--- src/rtl/led_fade_scheduler.sv ---
// Colour sequencer for the RGB PWM datapath: steps a Gray-coded colour index,
// fades each duty linearly toward its target per tick, holds, then advances.
module led_fade_scheduler #(
   parameter int COUNTWIDTH = 10,
   parameter int DUTY_MAX   = 50,
   parameter int STEP       = 1,
   parameter int HOLD_TICKS = 20
) (
   input  logic                  clk,
   input  logic                  rst,
   input  logic                  tick,
   input  logic                  btn_next,
   input  logic                  btn_pause,
   output logic [COUNTWIDTH-1:0] duty_r,
   output logic [COUNTWIDTH-1:0] duty_g,
   output logic [COUNTWIDTH-1:0] duty_b,
   output logic [2:0]            color_idx,
   output logic [1:0]            state,
   output logic                  paused
);

   localparam int HW = (HOLD_TICKS > 1) ? $clog2(HOLD_TICKS) : 1;
   localparam logic [COUNTWIDTH-1:0] DMAX  = COUNTWIDTH'(DUTY_MAX);
   localparam logic [COUNTWIDTH-1:0] STEPV = COUNTWIDTH'(STEP);
   localparam logic [HW-1:0]         HLAST = HW'(HOLD_TICKS - 1);

   typedef enum logic [1:0] {
      IDLE  = 2'd0,
      FADE  = 2'd1,
      HOLD  = 2'd2,
      PAUSE = 2'd3
   } state_t;

   state_t                  state_q, state_d, saved_q, saved_d;
   logic [2:0]              idx_q, idx_d, gray;
   logic [HW-1:0]           hold_q, hold_d;
   logic [COUNTWIDTH-1:0]   r_q, r_d, g_q, g_d, b_q, b_d;
   logic [COUNTWIDTH-1:0]   tr, tg, tb, fr, fg, fb;

   // Move one STEP toward the target, clamping so it never overshoots or wraps.
   function automatic logic [COUNTWIDTH-1:0] approach(input logic [COUNTWIDTH-1:0] cur,
                                                       input logic [COUNTWIDTH-1:0] tgt);
      if (cur < tgt)
         return ((tgt - cur) <= STEPV) ? tgt : cur + STEPV;
      else if (cur > tgt)
         return ((cur - tgt) <= STEPV) ? tgt : cur - STEPV;
      else
         return cur;
   endfunction

   always_comb begin
      gray = idx_q ^ (idx_q >> 1);
      tr   = gray[2] ? DMAX : '0;
      tg   = gray[1] ? DMAX : '0;
      tb   = gray[0] ? DMAX : '0;
      fr   = approach(r_q, tr);
      fg   = approach(g_q, tg);
      fb   = approach(b_q, tb);
   end

   always_comb begin
      state_d = state_q;
      saved_d = saved_q;
      idx_d   = idx_q;
      hold_d  = hold_q;
      r_d     = r_q;
      g_d     = g_q;
      b_d     = b_q;
      if (btn_pause) begin
         case (state_q)
            FADE, HOLD: begin
               saved_d = state_q;
               state_d = PAUSE;
            end
            PAUSE:   state_d = saved_q;
            default: ;
         endcase
      end else if (btn_next) begin
         idx_d = idx_q + 3'd1;
         case (state_q)
            IDLE: state_d = FADE;
            PAUSE: begin
               saved_d = FADE;
               hold_d  = '0;
            end
            default: begin
               state_d = FADE;
               hold_d  = '0;
            end
         endcase
      end else if (tick) begin
         case (state_q)
            IDLE: begin
               idx_d   = idx_q + 3'd1;
               state_d = FADE;
            end
            FADE: begin
               r_d = fr;
               g_d = fg;
               b_d = fb;
               if (fr == tr && fg == tg && fb == tb) begin
                  state_d = HOLD;
                  hold_d  = '0;
               end
            end
            HOLD: begin
               if (hold_q == HLAST) begin
                  idx_d   = idx_q + 3'd1;
                  state_d = FADE;
                  hold_d  = '0;
               end else begin
                  hold_d = hold_q + HW'(1);
               end
            end
            default: ;
         endcase
      end
   end

   always_ff @(posedge clk) begin
      if (rst) begin
         state_q <= IDLE;
         saved_q <= FADE;
         idx_q   <= '0;
         hold_q  <= '0;
         r_q     <= '0;
         g_q     <= '0;
         b_q     <= '0;
      end else begin
         state_q <= state_d;
         saved_q <= saved_d;
         idx_q   <= idx_d;
         hold_q  <= hold_d;
         r_q     <= r_d;
         g_q     <= g_d;
         b_q     <= b_d;
      end
   end

   assign duty_r    = r_q;
   assign duty_g    = g_q;
   assign duty_b    = b_q;
   assign color_idx = idx_q;
   assign state     = state_q;
   assign paused    = (state_q == PAUSE);

endmodule

--- config.mk ---
export PLATFORM = sky130hd
export DESIGN_NAME = led_fade_scheduler
export DESIGN_NICKNAME = d
export VERILOG_FILES = /design/src/rtl/led_fade_scheduler.sv
export SDC_FILE = /design/constraint.sdc
export NUM_CORES = 1
export LEC_CHECK = 0
export ABC_AREA = 1
export CAP_MARGIN = 5
export CELL_PAD_IN_SITES_DETAIL_PLACEMENT = 1
export CELL_PAD_IN_SITES_GLOBAL_PLACEMENT = 1
export CORE_ASPECT_RATIO = 1.4
export CORE_UTILIZATION = 41
export CTS_CLUSTER_DIAMETER = 120
export CTS_CLUSTER_SIZE = 30
export DETAILED_ROUTE_END_ITERATION = 6
export GPL_TIMING_DRIVEN = 0
export PLACE_DENSITY = 0.85
export REMOVE_ABC_BUFFERS = 1
export SLEW_MARGIN = 20
export SYNTH_ARGS = -nofsm -noshare
export SYNTH_HDL_FRONTEND = slang
export SYNTH_SLANG_ARGS = --single-unit
--- constraint.sdc ---
create_clock -name clk -period 7.8 [get_ports clk]
set_input_delay 0.78 -clock clk [delete_from_list [all_inputs] [get_ports clk]]
set_output_delay 0.78 -clock clk [all_outputs]
set_load 0.01 [all_outputs]
==> flow_metrics.tcl <==
set metrics [dict create \
    post-cts-setup-buffer-count 0 \
    layout-drive-gt1-share_pct 9.73 \
    path_class "flop to flop" \
    r2r_slack_ps 3580 \
    endpoint "hold_q[3]" \
    synth_top_area_share_pct 19.9 \
    period_needed_ps 4220 \
    path_max_fanout 7 \
    vias 6110 \
    worstPathArrival_ps 4360 \
    ctsResizeCount 0 \
    grt_setup_unrepaired "false" \
    yosysWarnings 0 \
    clock_path_buffers 2 \
    synth_area_leaders "nand2_1, dfxtp_1, nand3_1" \
    yosysMostFrequentCell "nand2_1" \
    outcome "completed" \
    drt-pass1-iter-count 4 \
    multiInputGateArea_um2 3970 \
    worstMarginPinSlew_ps 1030 \
    totalPowerFinal_mw 1.58 \
    wl_per_cell_um 15.5 \
    synth_top_cells_by_count "nand2_1, nand3_1, nor2_1, inv_1, a21oi_1" \
    drt_iter0_drc 139 \
    cts.sinks 42 \
    period_share_pct 54.2 \
    crit_start "color_idx[2]" \
    detail-route-antenna-nets 0 \
    layout.area.seq_um2 841 \
    tritoncts "yes" \
    synth_edf_count 0 \
    die_area_um2 13700 \
    r2r-start "color_idx[2]" \
    maxSlewViolCount 0 \
    grt_max_degree 31 \
    antenna-diode-count 0 \
    numCtsBuffers 5 \
    synthArstFlopShare_pct 0 \
    start_kind "flop" \
    die_w_um 99.1 \
    num_rows 49 \
    core_um2 12900 \
    rr_worst_depth 22 \
    final_nets 1000 \
    synth_cell_types 44 \
    power_density_nw_per_um2 263 \
    clock.fmax_mhz 237 \
    initial_utilization_pct 42.0 \
    cp-end-kind "flop" \
    grt_pass1_wl_um 28700 \
    r2r-end "hold_q[3]" \
    maxCapViolations 0 \
    n_fill_cell 1837 \
    portBuffers 40 \
    path_clk_slew_ps 70 \
    ys_seq_elements 42 \
    ys.flop_type "dfxtp_1" \
    io-pin-count 41 \
    drc_errors 0 \
    relSlewSlack_pct 30.9 \
    cp.required_ps 7940 \
    worstHoldPathType "flop to flop" \
    synth_area_per_cell_um2 5.74 \
    grt_pass1_vias 6082 \
    wl_um 17400 \
    p_leak_nw 3.11 \
    hold_buffers 0 \
    grt_usage_pct 26.1 \
    areaGrowthSynthToFinish_pct 11.1 \
    hold_violations 0 \
    antenna_found_initial 0 \
    dp_hpwl_um 13800 \
    htree_levels 2 \
    clkLatencyLatePin_ps 300 \
    setup_viol 0 \
    gp_congestion 0.858 \
    die_y_um 138 \
    seq_area_frac_synth_pct 15.5 \
    tns_ps 0 \
    finClkSkew_ps 10.2 \
    synth_area_um2 5410 \
    syn_inst 943 \
    synth_area_leader_cell "nand2_1" \
    cts-root-buf "clkbuf_16" \
    viasPerCell 5.46 \
    grt_overflow 0 \
    vdd_drop_max_mv 0.111 \
]
## cell families (layout without fill, tap and decap cells)
kind of cell    after synthesis  count (layout)  synth area share, %
fa+ha+maj                    30              30                 6.93
buf+inv                     145             168                 11.1
flops                        42              42                 15.5
xor+xnor                     39              39                 6.59
compound gates              112             112                 11.4
simple gates                575             575                 48.4
## flip-flops by register name (all words and copies together), names as in the netlist
name,flops
color_idx,3
duty_b,10
duty_g,10
duty_r,10
hold_q,5
saved_q,2
state,2
## metrics by stage
stage | worst slack, ps | std cells | util [%] | instance area [µm²] | hold slack [ps]
2_1_floorplan | 4760 | 917 | - | 5260 | 428
3_3_place_gp | 3050 | 1110 | 45.5 | 5860 | 453
3_5_place_dp | 3580 | 1111 | 45.6 | 5870 | 458
4_1_cts | 3530 | 1119 | 46.7 | 6020 | 467
5_1_grt | 3210 | 1119 | 46.7 | 6020 | 486
6_report | 3580 | 1119 | 46.7 | 6020 | 467
## area by class of cell
type,count,area share [%]
clock buffers,6,2.14
clock inverters,2,0.229
repair buffers,41,6.91
well taps,153,3.18
inverters,119,7.55
multi-input cells,756,66.0
flip-flops and latches,42,14.0
## critical path, cell delays in order, from the launching register on
cell	delay, ps
dfxtp_1	430
xnor2_1	620
inv_1	290
ha_1	510
inv_1	140
nor2_1	150
nand3_1	160
nand3_1	120
nand2_1	50
nor2_1	180
nand3_2	200
nand2_1	110
nand2_1	110
nor2_1	120
nand3_1	70
nor2_1	130
nand2_1	80
nor2_2	90
nand3_2	130
nand2_4	120
nand2_2	90
nand2_1	90
a21oi_1	50
## where the power goes
part	leakage, nW	total, mW	switching [mW]	internal [mW]
registers	0.341	0.258	0.0283	0.229
logic	2.69	1.11	0.745	0.367
clock network	0.0708	0.210	0.0908	0.119
total	3.11	1.58	0.864	0.715
## metal layers
layer | GRT usage (%) | share of wire [%] | vias up
met5 | 0 | 0 | -
met4 | 10.9 | 2.9 | 0
met3 | 1.86 | 1.4 | 35
met2 | 50.8 | 53 | 70
met1 | 29.2 | 42 | 2923
li1 | - | - | 3082
## cells in the final DEF, fill, tap and decap left out, types with 2 or more instances in the layout
master,count
nand2_1,287
nand2_4,3
clkbuf_16,5
and3_1,3
a21oi_1,50
o21ai_1,6
inv_1,90
nor3_1,14
nand3_2,7
nor2_2,13
inv_4,3
nand3b_1,4
xnor2_1,5
xor2_1,32
nand3_1,99
nand2_2,18
a21oi_2,2
xor2_2,2
nor2_4,7
dfxtp_1,42
o211ai_1,3
a211oi_1,6
nand4_1,15
ha_1,30
nor2_1,93
nand3_4,2
nor4_1,5
o21ai_0,37
inv_2,25
a31oi_1,2
nand4_2,2
clkdlybuf4s50_1,40
## worst min path at each step
stage	from	end	slack, ps	cells after the start
global route	saved_q[1]	saved_q[1]	490	2
global placement	saved_q[0]	saved_q[0]	450	2
CTS	saved_q[1]	saved_q[1]	470	2
detailed placement	saved_q[1]	saved_q[1]	460	2
finish	saved_q[1]	saved_q[1]	470	2
floorplan	saved_q[0]	saved_q[0]	430	2
No activity file was read; power rests on OpenSTA's default activity.
